--- config.mk ---
export PLATFORM = sky130hd
export DESIGN_NAME = modstick_bus_arb
export DESIGN_NICKNAME = d
export VERILOG_FILES = /design/src/rtl/modstick_bus_arb.sv
export SDC_FILE = /design/constraint.sdc
export NUM_CORES = 1
export LEC_CHECK = 0
export ABC_AREA = 1
export BUFFER_PORTS_ARGS = -buffer_cell sky130_fd_sc_hd__buf_2
export CORE_UTILIZATION = 44
export DETAILED_ROUTE_END_ITERATION = 7
export GPL_ROUTABILITY_DRIVEN = 0
export PLACE_DENSITY_LB_ADDON = 0.12
export SLEW_MARGIN = 20
export SYNTH_ARGS = -nofsm -noshare
export SYNTH_HDL_FRONTEND = slang
export SYNTH_SLANG_ARGS = --single-unit
--- constraint.sdc ---
create_clock -name clk -period 1.32 [get_ports clk]
set_input_delay 0.264 -clock clk [delete_from_list [all_inputs] [get_ports clk]]
set_output_delay 0.264 -clock clk [all_outputs]
set_load 0.01 [all_outputs]
--- src/rtl/modstick_bus_arb.sv ---
// Two-master round-robin arbiter for the modstick 16-bit register bus.
// Master 0 (Modbus endpoint) and master 1 (debug) share one register-bank slave.
// One transaction is in flight at a time. A bounded ack wait turns a silent slave
// into an error response carrying ERR_DATA.
module modstick_bus_arb #(
    parameter int unsigned TIMEOUT  = 15,
    parameter logic [15:0] ERR_DATA = 16'hdead
) (
    input  logic        clk,
    input  logic        reset,

    input  logic        m0_req,
    input  logic        m0_we,
    input  logic [15:0] m0_addr,
    input  logic [15:0] m0_wdata,
    output logic [15:0] m0_rdata,
    output logic        m0_ack,
    output logic        m0_err,

    input  logic        m1_req,
    input  logic        m1_we,
    input  logic [15:0] m1_addr,
    input  logic [15:0] m1_wdata,
    output logic [15:0] m1_rdata,
    output logic        m1_ack,
    output logic        m1_err,

    output logic        s_valid,
    output logic        s_iswrite,
    output logic [15:0] s_addr,
    output logic [15:0] s_wdata,
    input  logic [15:0] s_rdata,
    input  logic        s_ack,

    output logic        busy,
    output logic [7:0]  to_count
);

    typedef enum logic [1:0] {StIdle, StWait, StResp} state_e;

    // Wait-counter value in the last WAIT cycle that may still accept an ack.
    // The counter only advances after the s_valid cycle.
    localparam logic [7:0] ToLast = 8'(TIMEOUT - 1);

    state_e      r_state, w_state_d;
    logic        r_gnt, w_gnt_d;
    logic        r_last, w_last_d;
    logic [7:0]  r_cnt, w_cnt_d;
    logic        r_busy, w_busy_d;
    logic [7:0]  r_to_count, w_to_count_d;

    logic        r_s_valid, w_s_valid_d;
    logic        r_s_iswrite, w_s_iswrite_d;
    logic [15:0] r_s_addr, w_s_addr_d;
    logic [15:0] r_s_wdata, w_s_wdata_d;

    logic        r_m0_ack, w_m0_ack_d;
    logic        r_m0_err, w_m0_err_d;
    logic [15:0] r_m0_rdata, w_m0_rdata_d;
    logic        r_m1_ack, w_m1_ack_d;
    logic        r_m1_err, w_m1_err_d;
    logic [15:0] r_m1_rdata, w_m1_rdata_d;

    // Winner in IDLE: the sole requester, or on a tie the master that did not go last.
    logic        w_pick;
    // Completion of the wait phase this cycle, with its response payload.
    logic        w_done;
    logic        w_done_err;
    logic [15:0] w_done_data;

    assign w_pick = (m0_req && m1_req) ? ~r_last : m1_req;

    assign m0_ack    = r_m0_ack;
    assign m0_err    = r_m0_err;
    assign m0_rdata  = r_m0_rdata;
    assign m1_ack    = r_m1_ack;
    assign m1_err    = r_m1_err;
    assign m1_rdata  = r_m1_rdata;
    assign s_valid   = r_s_valid;
    assign s_iswrite = r_s_iswrite;
    assign s_addr    = r_s_addr;
    assign s_wdata   = r_s_wdata;
    assign busy      = r_busy;
    assign to_count  = r_to_count;

    // State and output registers; synchronous reset clears everything, last = 1.
    always_ff @(posedge clk) begin
        if (reset) begin
            r_state     <= StIdle;
            r_gnt       <= 1'b0;
            r_last      <= 1'b1;
            r_cnt       <= 8'd0;
            r_busy      <= 1'b0;
            r_to_count  <= 8'd0;
            r_s_valid   <= 1'b0;
            r_s_iswrite <= 1'b0;
            r_s_addr    <= 16'd0;
            r_s_wdata   <= 16'd0;
            r_m0_ack    <= 1'b0;
            r_m0_err    <= 1'b0;
            r_m0_rdata  <= 16'd0;
            r_m1_ack    <= 1'b0;
            r_m1_err    <= 1'b0;
            r_m1_rdata  <= 16'd0;
        end else begin
            r_state     <= w_state_d;
            r_gnt       <= w_gnt_d;
            r_last      <= w_last_d;
            r_cnt       <= w_cnt_d;
            r_busy      <= w_busy_d;
            r_to_count  <= w_to_count_d;
            r_s_valid   <= w_s_valid_d;
            r_s_iswrite <= w_s_iswrite_d;
            r_s_addr    <= w_s_addr_d;
            r_s_wdata   <= w_s_wdata_d;
            r_m0_ack    <= w_m0_ack_d;
            r_m0_err    <= w_m0_err_d;
            r_m0_rdata  <= w_m0_rdata_d;
            r_m1_ack    <= w_m1_ack_d;
            r_m1_err    <= w_m1_err_d;
            r_m1_rdata  <= w_m1_rdata_d;
        end
    end

    // Next-state and next-output logic for the IDLE/WAIT/RESP sequence.
    always_comb begin
        w_state_d     = r_state;
        w_gnt_d       = r_gnt;
        w_last_d      = r_last;
        w_cnt_d       = r_cnt;
        w_to_count_d  = r_to_count;
        w_s_valid_d   = 1'b0;
        w_s_iswrite_d = r_s_iswrite;
        w_s_addr_d    = r_s_addr;
        w_s_wdata_d   = r_s_wdata;
        w_m0_ack_d    = 1'b0;
        w_m0_err_d    = r_m0_err;
        w_m0_rdata_d  = r_m0_rdata;
        w_m1_ack_d    = 1'b0;
        w_m1_err_d    = r_m1_err;
        w_m1_rdata_d  = r_m1_rdata;
        w_done        = 1'b0;
        w_done_err    = 1'b0;
        w_done_data   = 16'd0;

        unique case (r_state)
            StIdle: begin
                if (m0_req || m1_req) begin
                    w_gnt_d     = w_pick;
                    w_state_d   = StWait;
                    w_s_valid_d = 1'b1;
                    w_cnt_d     = 8'd0;
                    if (w_pick) begin
                        w_s_iswrite_d = m1_we;
                        w_s_addr_d    = m1_addr;
                        w_s_wdata_d   = m1_wdata;
                    end else begin
                        w_s_iswrite_d = m0_we;
                        w_s_addr_d    = m0_addr;
                        w_s_wdata_d   = m0_wdata;
                    end
                end
            end
            StWait: begin
                // An ack coincident with s_valid is too early and is ignored.
                if (!r_s_valid) begin
                    if (s_ack) begin
                        w_done      = 1'b1;
                        w_done_data = s_rdata;
                    end else if (r_cnt == ToLast) begin
                        w_done      = 1'b1;
                        w_done_err  = 1'b1;
                        w_done_data = ERR_DATA;
                        if (r_to_count != 8'hff) begin
                            w_to_count_d = r_to_count + 8'd1;
                        end
                    end else begin
                        w_cnt_d = r_cnt + 8'd1;
                    end
                end
            end
            StResp: begin
                w_last_d  = r_gnt;
                w_state_d = StIdle;
            end
            default: begin
                w_state_d = StIdle;
            end
        endcase

        if (w_done) begin
            w_state_d = StResp;
            if (r_gnt) begin
                w_m1_ack_d   = 1'b1;
                w_m1_err_d   = w_done_err;
                w_m1_rdata_d = w_done_data;
            end else begin
                w_m0_ack_d   = 1'b1;
                w_m0_err_d   = w_done_err;
                w_m0_rdata_d = w_done_data;
            end
        end

        w_busy_d = (w_state_d != StIdle);
    end

endmodule
==> results by stage <==
Detailed routing:
- The residual antenna-violating net count after detailed routing is 0.
- The final route contains roughly 4500 vias.
- Signal routing reaches up to met4.
- The length of the first detailed-routing pass in iterations is 7.
- The detailed router finished its first iteration with about 160 violations.
- In the final routed layout, each cell accounts on average for 13.7 um.
- The total length of routed met3 wires is 777 um.
- The total length of routed wires is approximately 12000 um.
- For this block, wires on met1 add up to 5340 um.
- The total DRC errors in the routed layout is 7.
- The routed length on met2 is 5830 um.
- The mean number of vias per cell is 5.04.

Layout:
- The signed area change from the synthesized netlist to the final layout is 43.9%.
- Of the cells placed in the final design, the portion with a size suffix greater than 1 is 0.390.
- Once layout is done, the placed cells without fillers occupy a little under 6000 sq um.
- The antenna diode count is 0.
- The fill cell instance count of the final layout is 802.
- The total area of multi-input combinational cells is 2150 sq um.
- The area used by sequential logic in the layout is ~1800 sq um.
- The final net count is around 870.

Clock tree:
- In this run, CTS created clock tree buffers numbering 9.
- The CTS tree is yes.
- The number of buffers inserted for hold repair after clock tree synthesis is 0.
- The clock tree buffer depth is 2.
- The clock sink total is just over 90.
- The clock latency on the worst-skew pair is 0.36 ns.
- The H-tree was split into 3 levels.
- The tree is rooted in a clkbuf_8.
- The clock transition time at the flip-flop clock pins of the worst setup and hold paths is about 0.09 ns.

Floorplanning:
- The die extent in x is 98.4 um.
- The core region is about 8800 sq um.
- The starting utilization of the core area is 0.463.
- about 170 I/O pins were placed.
- The number of placement rows is 34.
- The vertical die dimension is roughly 98 um.
- The die covers around 9700 sq um.

Timing:
- The worst hold slack across all endpoints is 0.159 ns.
- Between clock sinks in the finished design, the worst skew comes to between 0.01 and 0.015 ns.
- The final setup violation count is between 40 and 50.
- In this run the tightest slew margin relative to its limit is 0.652.
- For the pin with the worst max-slew slack, the measured transition is 0.522 ns.
- The count of pins over their slew limit is 0.
- Setup repair after global routing could not meet its margin everywhere.
- The final hold violation count came to 0.
- The part of the cycle the worst path needs is 1.07.
- The time the worst path needs with I/O delays and setup is 1.42 ns.
- The timing-limited maximum frequency is 706 MHz.
- The final worst-path setup slack is -0.0960 ns.

Synth:
- A synthesized cell averages 7.12 sq um.
- The number of flops mapped to enable cells by yosys is 0.
- In this run the cell area of the synthesized design comes to 4090 sq um.
- The most frequently used flop master after synthesis is dfxtp_1.
- The share of async-settable or async-resettable flops after synthesis is 0.
- The count of synthesis-stage warnings from yosys is 0.
- The synthesized design contains 91 register bits.
- When the netlist entered floorplanning its net count stood at 665.
- Synthesis produced a netlist whose cell count is between 500 and 600.
- The number of different library cells used by synthesis comes to 29.
- The sequential area share after synthesis is 0.445.

Setup path:
- The category of the most critical setup path is reg -> reg.
- By instance count, the cell type seen most on the critical path is nand2_1.
- The endpoint kind of the worst setup timing path is a flip-flop.
- STA puts the critical path data required time at between 1.5 and 2 ns.
- In this run the worst path has a maximum fanout of 6.
- On the worst path, the slowest cell contributes a delay of 0.34 ns.
- The signal arrival time at the worst endpoint is 1.71 ns.
- The critical path goes through inv_2 -> ha_4 -> nand3_2 -> nor2_4 -> nand4_1 -> buf_6 -> nand2_1 -> nand2_1 -> nor2_1.
- STA classifies the critical path startpoint as a flip-flop.
- The master of the slowest instance on the critical path is dfxtp_2.

Global routing:
- The overall global routing resource usage is 0.244.
- The pin count of the biggest net entering global routing is 45.
- The initial antenna violation count is 0.
- The first global-routing pass estimated 19300 um of wire.
- The number of global-route vias before repair is approximately 4200.
- Summed over all layers, the global routing overflow is 0.

Power and ir drop:
- Of the total power, the clock network draws 0.318.
- The highest ir drop seen on vdd is 598 uV.
- The combinational fraction of design power is 0.215.
- The net switching power of the design is 1.92 mW.
- The total power is 6.53 mW.
- Internal power comes to 4.60 mW.
- The sequential cell fraction of total power is 0.466.
- The proportion of total power due to net switching is 0.295.
- For this design the static power due to leakage is 2.79 nW.
- The power density of the placed cells is 1110 nW/um^2.

Run:
- The number of max-capacitance violations reported is 0.

Status:
- The final reports fail on DRC, setup timing.
- The flow ran to the end, but the final reports show violations.

Placed design:
- Buffers placed on the I/O ports in this run total roughly 170.
- Once placement finished, the instance area stood at about 5300 sq um.
- Timing analysis after detailed placement gives a worst setup slack of -0.162 ns.
- Summed over all nets, the half-perimeter wirelength after detailed placement is roughly 8400 um.

Min path:
- The min-delay analysis places its worst path in the category in -> reg.
## worst max-delay path, delay by kind of cell (launching register included)
family        cells  cell delay (ns)
flops             1             0.34
buf+inv           2             0.25
fa+ha+maj         1             0.13
simple gates      6             0.64
## what timing repair did
action,CTS,global route
setup buffers,3,4
gates resized for setup,28,37
cloned,3,1
pin swaps,6,18
endpoints found under the setup margin,60,83
## flip-flops by register name, summed over array words and instances (netlist names)
signal / count
m1_err: 1
r_gnt: 1
r_cnt: 8
r_state: 2
s_addr: 16
m0_ack: 1
to_count: 8
s_valid: 1
s_wdata: 16
r_last: 1
m1_ack: 1
m0_rdata: 16
s_iswrite: 1
m1_rdata: 16
busy: 1
m0_err: 1
## metrics by stage
stage	setup TNS, ns	cells	utilization
after floorplan	-0.0666	575	-
after CTS	-1.87	884	0.646
after global placement	-0.647	862	0.603
after detailed placement	-2.11	862	0.603
after global routing	-6.48	888	0.665
final	-2.49	888	0.665
## cell usage after synthesis, types with 2 or more instances
master | number | area share
nand2_1 | 161 | 0.15
dfxtp_1 | 91 | 0.45
inv_1 | 58 | 0.053
nor2_1 | 41 | 0.038
a21oi_1 | 40 | 0.049
o21ai_0 | 39 | 0.048
a31oi_1 | 33 | 0.050
nand4_1 | 24 | 0.037
nand3_1 | 23 | 0.028
clkbuf_1 | 18 | 0.017
buf_2 | 9 | 0.011
a21oi_2 | 6 | 0.013
nand2_4 | 5 | 0.014
buf_1 | 4 | 0.0037
ha_1 | 3 | 0.0092
xor2_1 | 3 | 0.0064
buf_6 | 2 | 0.0055
inv_2 | 2 | 0.0018
nor2_2 | 2 | 0.0031
nor3_1 | 2 | 0.0024
## power by group through the flow
stage	logic, mW	registers, mW	clock network, mW
finish	1.41	3.05	2.08
global route	1.54	3.07	2.22
CTS	1.32	3.04	2.12
detailed placement	1.24	3.10	0
global placement	1.23	3.10	0
floorplan	0.601	3.19	0
## path summary, 6_finish.rpt
check | start | endpoint | slack (ns) | cells after the start
setup / recovery | r_cnt[0] | to_count[3] | -0.1 | 9
hold / removal | m0_wdata[7] | s_wdata[7] | 0.16 | 3
setup reg to reg | r_cnt[0] | to_count[3] | -0.1 | 9
hold reg to reg | m1_rdata[15] | m1_rdata[15] | 0.44 | 2
## kinds of logic (layout without fill, tap and decap cells)
| kind of cell | Yosys count | in the layout | synth area share |
|---|---|---|---|
| compound gates | 121 | 121 | 0.165 |
| xor+xnor | 3 | 3 | 0.00642 |
| simple gates | 262 | 265 | 0.280 |
| buf+inv | 95 | 297 | 0.0939 |
| fa+ha+maj | 3 | 3 | 0.00917 |
| flops | 91 | 91 | 0.445 |
## placed cells by master, fill, tap and decap left out, types with 5 or more instances in the layout
cell type,n
buf_2,165
nand2_1,150
dfxtp_1,85
inv_1,54
buf_4,43
o21ai_0,36
nor2_1,34
a21oi_1,33
a31oi_1,33
nand4_1,24
nand3_1,15
a21oi_2,13
nand2_2,10
clkbuf_8,9
nand2_4,7
nand3_2,6
nor2_4,6
buf_6,6
dfxtp_2,6
inv_2,5
## per-layer routing
metal | vias to the layer above | GRT usage
li1 | 2287 | -
met1 | 2013 | 0.311
met2 | 159 | 0.411
met3 | 19 | 0.0539
met4 | 0 | 0.0804
met5 | - | 0
## final cells by class
type                            instances  area share
Multi-Input combinational cell        392       0.365
Sequential cell                        91       0.311
Timing Repair Buffer                  219       0.224
Inverter                               62      0.0399
Tap cell                              108      0.0229
Clock buffer                           10      0.0217
Clock inverter                          6      0.0153
No activity file was read; power rests on OpenSTA's default activity.
